`src/rtl/rename_reg_file.sv`:
```
// Register-status file for a Tomasulo-style dispatcher: per-register value and
// pending-producer tag, with commit-time read bypass and flush support.
module rename_reg_file #(
    parameter int unsigned XLEN    = 32,
    parameter int unsigned REG_NUM = 32,
    parameter int unsigned TAG_W   = 5,
    parameter int unsigned NRD     = 2
) (
    input  logic                              clk_in,
    input  logic                              rst_n_in,
    input  logic                              rdy_in,
    input  logic [NRD*$clog2(REG_NUM)-1:0]    rs_in,
    output logic [NRD*XLEN-1:0]               v_out,
    output logic [NRD*TAG_W-1:0]              q_out,
    input  logic                              rename_en_in,
    input  logic [$clog2(REG_NUM)-1:0]        rename_rd_in,
    input  logic [TAG_W-1:0]                  rename_tag_in,
    input  logic                              commit_en_in,
    input  logic [$clog2(REG_NUM)-1:0]        commit_rd_in,
    input  logic [TAG_W-1:0]                  commit_tag_in,
    input  logic [XLEN-1:0]                   commit_val_in,
    input  logic                              rollback_in,
    output logic [$clog2(REG_NUM):0]          busy_cnt_out
);

    localparam int unsigned AW = $clog2(REG_NUM);
    localparam int unsigned CW = AW + 1;

    logic [XLEN-1:0]  v_mem [REG_NUM];
    logic [TAG_W-1:0] q_mem [REG_NUM];
    logic [CW-1:0]    busy_cnt;

    logic             commit_act;
    logic             rename_act;
    logic             commit_clear;
    logic             busy_inc;
    logic             busy_dec_ren;
    logic [TAG_W-1:0] q_commit_rd;
    logic [TAG_W-1:0] q_rename_rd;
    logic [CW-1:0]    busy_nxt;

    // Update qualifiers; a commit only frees the register if no same-cycle rename retargets it.
    always_comb begin
        commit_act   = commit_en_in && (commit_rd_in != '0);
        rename_act   = rename_en_in && (rename_rd_in != '0) && !rollback_in;
        q_commit_rd  = q_mem[commit_rd_in];
        q_rename_rd  = q_mem[rename_rd_in];
        commit_clear = commit_act && (q_commit_rd == commit_tag_in) && (q_commit_rd != '0)
                       && !(rename_act && (rename_rd_in == commit_rd_in));
        busy_inc     = rename_act && (q_rename_rd == '0) && (rename_tag_in != '0);
        busy_dec_ren = rename_act && (q_rename_rd != '0) && (rename_tag_in == '0);
        busy_nxt     = busy_cnt + CW'(busy_inc) - CW'(busy_dec_ren) - CW'(commit_clear);
    end

    always_ff @(posedge clk_in or negedge rst_n_in) begin
        if (!rst_n_in) begin
            for (int unsigned i = 0; i < REG_NUM; i++) begin
                v_mem[i] <= '0;
                q_mem[i] <= '0;
            end
            busy_cnt <= '0;
        end else if (rdy_in) begin
            if (commit_act) begin
                v_mem[commit_rd_in] <= commit_val_in;
            end
            if (rollback_in) begin
                for (int unsigned i = 0; i < REG_NUM; i++) begin
                    q_mem[i] <= '0;
                end
                busy_cnt <= '0;
            end else begin
                if (commit_clear) begin
                    q_mem[commit_rd_in] <= '0;
                end
                if (rename_act) begin
                    q_mem[rename_rd_in] <= rename_tag_in;
                end
                busy_cnt <= busy_nxt;
            end
        end
    end

    assign busy_cnt_out = busy_cnt;

    // Combinational read ports; a matching commit forwards its value with the tag cleared.
    for (genvar k = 0; k < NRD; k++) begin : g_rd
        logic [AW-1:0] rs;
        logic          hit;

        assign rs  = rs_in[k*AW +: AW];
        assign hit = rst_n_in && commit_en_in && (rs != '0) && (commit_rd_in == rs)
                     && (commit_tag_in == q_mem[rs]);

        assign v_out[k*XLEN +: XLEN]   = hit ? commit_val_in : ((rs == '0) ? '0 : v_mem[rs]);
        assign q_out[k*TAG_W +: TAG_W] = (hit || (rs == '0)) ? '0 : q_mem[rs];
    end

endmodule

```
`config.mk`:
```
export PLATFORM = sky130hd
export DESIGN_NAME = rename_reg_file
export DESIGN_NICKNAME = d
export VERILOG_FILES = /design/src/rtl/rename_reg_file.sv
export SDC_FILE = /design/constraint.sdc
export NUM_CORES = 2
export LEC_CHECK = 0
export CAP_MARGIN = 20
export CORE_ASPECT_RATIO = 1.25
export CORE_MARGIN = 2
export CORE_UTILIZATION = 55
export DETAILED_ROUTE_END_ITERATION = 10
export PLACE_DENSITY = 0.83
export SLEW_MARGIN = 30
export SYNTH_ARGS = -nofsm -noshare
export SYNTH_HDL_FRONTEND = slang
export SYNTH_SLANG_ARGS = --single-unit
```
`constraint.sdc`:
```
create_clock -name clk_in -period 9.6 [get_ports clk_in]
set_clock_uncertainty 0.15 [all_clocks]
set_input_delay 1.92 -clock clk_in [delete_from_list [all_inputs] [get_ports clk_in]]
set_output_delay 1.92 -clock clk_in [all_outputs]
set_load 0.05 [all_outputs]
```
Word level (Yosys, flattened, before mapping)
Index checks and enable logic that the tools add are counted.
Word-level totals
  bits in registers: 1190
  output and inout bits: 80
  logic and storage cells: 160
Cells by class
  add/sub/neg operators: 3
  magnitude comparators: 6
  equality and inequality tests: 6
  mux-type cells: 38
  bitwise logic cells: 6
  reduce and logical (&&, ||, !) cells: 36
Operators with widths (number)
  1024-bit bitwise mux: 1
  160-bit two-way mux: 5
  32-bit binary-select mux with 5-bit select: 2
  32-bit two-way mux: 9
  160-bit bitwise AND: 1
  160-bit bitwise mux: 1
  32-bit demux with 5-bit select: 1
  160-bit NOT: 1
  5-bit binary-select mux with 5-bit select: 4
  5-bit two-way mux: 12
  5-bit demux with 5-bit select: 2
  5-bit nonzero test: 7
  5-bit == test: 6
  6-bit greater-or-equal comparator (second input constant): 4
  5-bit NOT with 6-bit output: 4
  1-bit logical AND: 20
  5-bit logical NOT: 4
  6-bit by 1-bit < comparator with 1-bit output (second input constant): 2
  6-bit by 1-bit subtractor with 6-bit output: 2
  6-bit by 1-bit adder with 6-bit output: 1
  6-bit two-way mux: 1
  1-bit logical NOT: 2
  1-bit logical OR: 2
  2-bit AND reduction: 1

Longest topological paths before layout
  depth after elaboration: 14
  mapped depth: 23
  depth with buffers taken out: 21

Least setup slack after synthesis
OpenSTA, ideal clock, no wires.
  path type: input to output
  start: input rs_in[0]
  end: output v_out[10]
  data arrival time: 5.406 ns
  required time: 7.530 ns
  slack: 2.124 ns
  stages: 11
  path buffers: 4
  cells stage by stage: buf_4 -> buf_6 -> mux4_2 -> mux4_2 -> mux2i_1 -> mux2_2 -> o221ai_1 -> nor4_4 -> buf_6 -> buf_4 -> o31ai_1
Between the ends
  cells in the longest elaborated chain, start to end: 7
  elaborated cells between the ends (all ways): 16
  classes of those cells: eq/ne: 2; mux: 8; bitwise: 1; reduce/logical: 5
Ends and longest elaborated chain
  start, declared: RTL line 12  | input logic [NRD*$clog2(REG_NUM)-1:0] rs_in,
  5-bit NOT with 6-bit output (implied by the code): RTL line 92, 94
  5-bit binary-select mux with 5-bit select: RTL line 92  | && (commit_tag_in == q_mem[rs]);
  5-bit two-way mux (implied by the code) (2 in a row): RTL line 92
  5-bit == test: RTL line 92
  1-bit logical AND: RTL line 92
  32-bit two-way mux *: RTL line 94  | assign v_out[k*XLEN +: XLEN] = hit ? commit_val_in : ((rs == '0) ? '0 : v_mem[rs]);
  end, declared: RTL line 13  | output logic [NRD*XLEN-1:0] v_out,
Mark *: on every way between the ends. The rest lies on a longest branch, timed or not. The select of a mux whose other input is x is not followed.

Worst setup path after layout
  start: input rs_in[3]
  end: output v_out[22]
The elaborated chain is that of the path after synthesis.

==> flow_summary.yaml <==
floorplanning:
  initial_core_util: 0.553
  fp.coreArea_um2: 123000
  die_area_um2: 126000
  die_h_um: 397
  die_w_um: 318
  row_count: 144
  ios: 148
synthesis:
  synth_edf_count: 0
  ys_warn_count: 0
  synth_seq_cells: 1190
  synthDistinctLibCells: 74
  synth-main-ff-cell: "dfrtp_1"
  synth.avg_cell_area_um2: 14.2
  syn-num-nets: 4846
  synth_area_leaders: "dfrtp_1 (44%), mux4_2 (24%), mux2_2 (17%)"
  syn_area_um2: 67900
  synth_top_area_frac: 0.438
  ys_async_sr_fraction: 1.00
  seq_area_frac_synth: 0.438
  syn_inst: 4770
  synth_top_cell_by_area: "dfrtp_1"
detailed_routing:
  via_count: 47000
  drtIter0Drc: 6177
  drc: 0
  detail-route-antenna-nets: 0
  first_pass_iters: 8
  drt-total-wl_mm: 217
  viasPerCell: 7.42
  wire_per_inst_um: 34.2
sta:
  rsz0062_at_grt: "no"
  drv_slew: 0
  min_period_over_period: 0.904
  maxSlewHeadroom: 0.261
  min_period_ps: 8680
  setup_viol: 0
  worst_pin_slew_ps: 1080
  tns_ps: 0
  hold_violations: 0
  max_freq_mhz: 115
global_routing:
  grt_pass1_wl_mm: 323
  grt_max_degree: 188
  grt_pass1_vias: 48400
  antenna_found_initial: 5
  grt.overflow.total: 0
  grtUsageTotal: 0.345
place:
  gp_congestion: 1.08
  io_buffers: 147
  dp_hpwl_mm: 129
clocking:
  clk_pin_slew_ps: 70
  tritoncts: "built"
  cts_buffers: 112
  cts_buffer_depth: 3
  htree_levels: 3
  cts_resized: 0
  cts_root_buf: "clkbuf_16"
  clk_latency_ps: 760
  postCtsSetupBuffers: 0
  cts_hold_buf: 0
  clock-sinks: 1190
worst_setup_path:
  r2r_slack_ps: 4130
  crit_family: "buffers and inverters"
  crit_top_cell: "clkdlybuf4s50_1"
  cpPeakStageDelay_ps: 960
  crit_required_ps: 7530
  cp.arrival_ps: 6610
  crit_type: "in2out"
  cp.depth: 10
  crit_buf_inv: 4
  cp-end-kind: "output port"
  cp-startpoint: "rs_in[3]"
  cp-start-kind: "input port"
  path_cells: "clkdlybuf4s50_1 -> inv_6 -> mux4_2 -> mux2i_1 -> mux2_2 -> o221ai_1 -> nor4_4 -> buf_4 -> o31ai_1 -> clkdlybuf4s50_1"
  cp_max_fo: 38
  worst-r2r-cell-count: 20
  cp_slowest_cell: "clkdlybuf4s50_1"
  r2r_start: "q_mem[8]"
final_layout:
  nFillCells: 8724
  multi_input_comb_area_um2: 36300
  final_common_cell: "dfrtp_1"
  fin_util: 0.609
  final_cell_mix: "dfrtp_1 (1,190), mux2_2 (1,034), mux4_2 (712), nand2_1 (261), mux2i_1 (174)"
  syn_to_final_growth_pct: 10.2
  regArea_um2: 29800
  fin_nets: 4710
  drive_above_1_share: 0.459
pwr:
  switching_share: 0.284
  p_per_area_nw_per_um2: 185
  p_clk_frac: 0.356
  p_leak_nw: 32.1
  p_int_mw: 9.93
  ir_drop_v: 0.000180
  pwr-share-comb: 0.198
  p_sw_mw: 3.94
  power_frac_seq: 0.446
run:
  drv_cap: 0
worst_hold_path:
  hold_path_depth: 0
  hp-class: "reg2reg"
  min_from: "v_mem[1016]"
status:
  status: "complete, no violations"
[cells in the mapped netlist, types with 9 or more instances]
library cell / number
dfrtp_1: 1190
mux2_2: 1034
mux4_2: 712
clkbuf_1: 373
nand2_1: 265
mux2i_1: 175
nor2_1: 130
nand3_1: 80
o311ai_0: 80
o22ai_1: 77
a21oi_1: 74
buf_1: 65
buf_2: 56
nor3_1: 45
a22oi_1: 34
o31ai_1: 32
o21ai_0: 30
inv_1: 24
o21ai_1: 21
nor4_1: 20
nor2b_1: 19
or4_1: 18
xnor2_1: 17
a32oi_1: 13
and2_1: 13
buf_6: 12
a31oi_1: 11
nand2b_1: 11
and3_1: 9
nor3_2: 9
[path summary, 6_finish.rpt]
path	endpoint
min in group asynchronous	q_mem[86]
worst max register to register	busy_cnt_out[5]
worst max-delay path	v_out[22]
max in group asynchronous	v_mem[523]
worst min-delay path	v_mem[1016]
worst min register to register	v_mem[1016]
[per-stage QoR]
| stage | cells | area (um2) | setup slack [ps] | total power [mW] | hold WS [ps] |
|---|---|---|---|---|---|
| 2_1_floorplan | 4770 | 67900 | 2120 | 8.02 | 291 |
| 3_3_place_gp | 6117 | 70500 | 1090 | 8.79 | 226 |
| 3_5_place_dp | 6121 | 70600 | 1120 | 8.93 | 232 |
| 4_1_cts | 6332 | 74700 | 1100 | 13.8 | 248 |
| 5_1_grt | 6337 | 74800 | 846 | 14.3 | 253 |
| 6_report | 6339 | 74800 | 918 | 13.9 | 244 |
[kinds of logic after synthesis]
logic type      synth area share
compound gates            0.0438
xor+xnor                 0.00297
fa+ha+maj                0.00169
buf+inv                   0.0326
flops                      0.438
mux                        0.433
simple gates              0.0474
[registers in the layout, indices dropped and copies added (netlist names)]
name,count
busy_cnt_out,6
q_mem,160
v_mem,1024
[power groups by stage]
stage	sequential (mW)	combinational, mW	clock [mW]
6_report	6.18	2.75	4.94
5_1_grt	6.24	2.89	5.17
4_1_cts	6.15	2.72	4.97
3_5_place_dp	6.23	2.70	0
3_3_place_gp	6.16	2.63	0
2_1_floorplan	6.03	1.99	0
[layer usage]
layer	share of wire	vias up	global-route usage
met5	0.000060	-	0
met4	0.085	2	0.249
met3	0.10	956	0.0893
met2	0.47	3180	0.532
met1	0.34	24600	0.427
li1	-	18300	-
[layout make-up]
type	instances	share of cell area
sequential	1190	0.398
tap	1606	0.0269
antenna	2	0.0000669
multi-input combinational	3040	0.484
inverter	26	0.00140
clock buffer	148	0.0428
clock inverter	63	0.0119
timing repair buffer	264	0.0346
No activity file was read; power rests on OpenSTA's default activity.
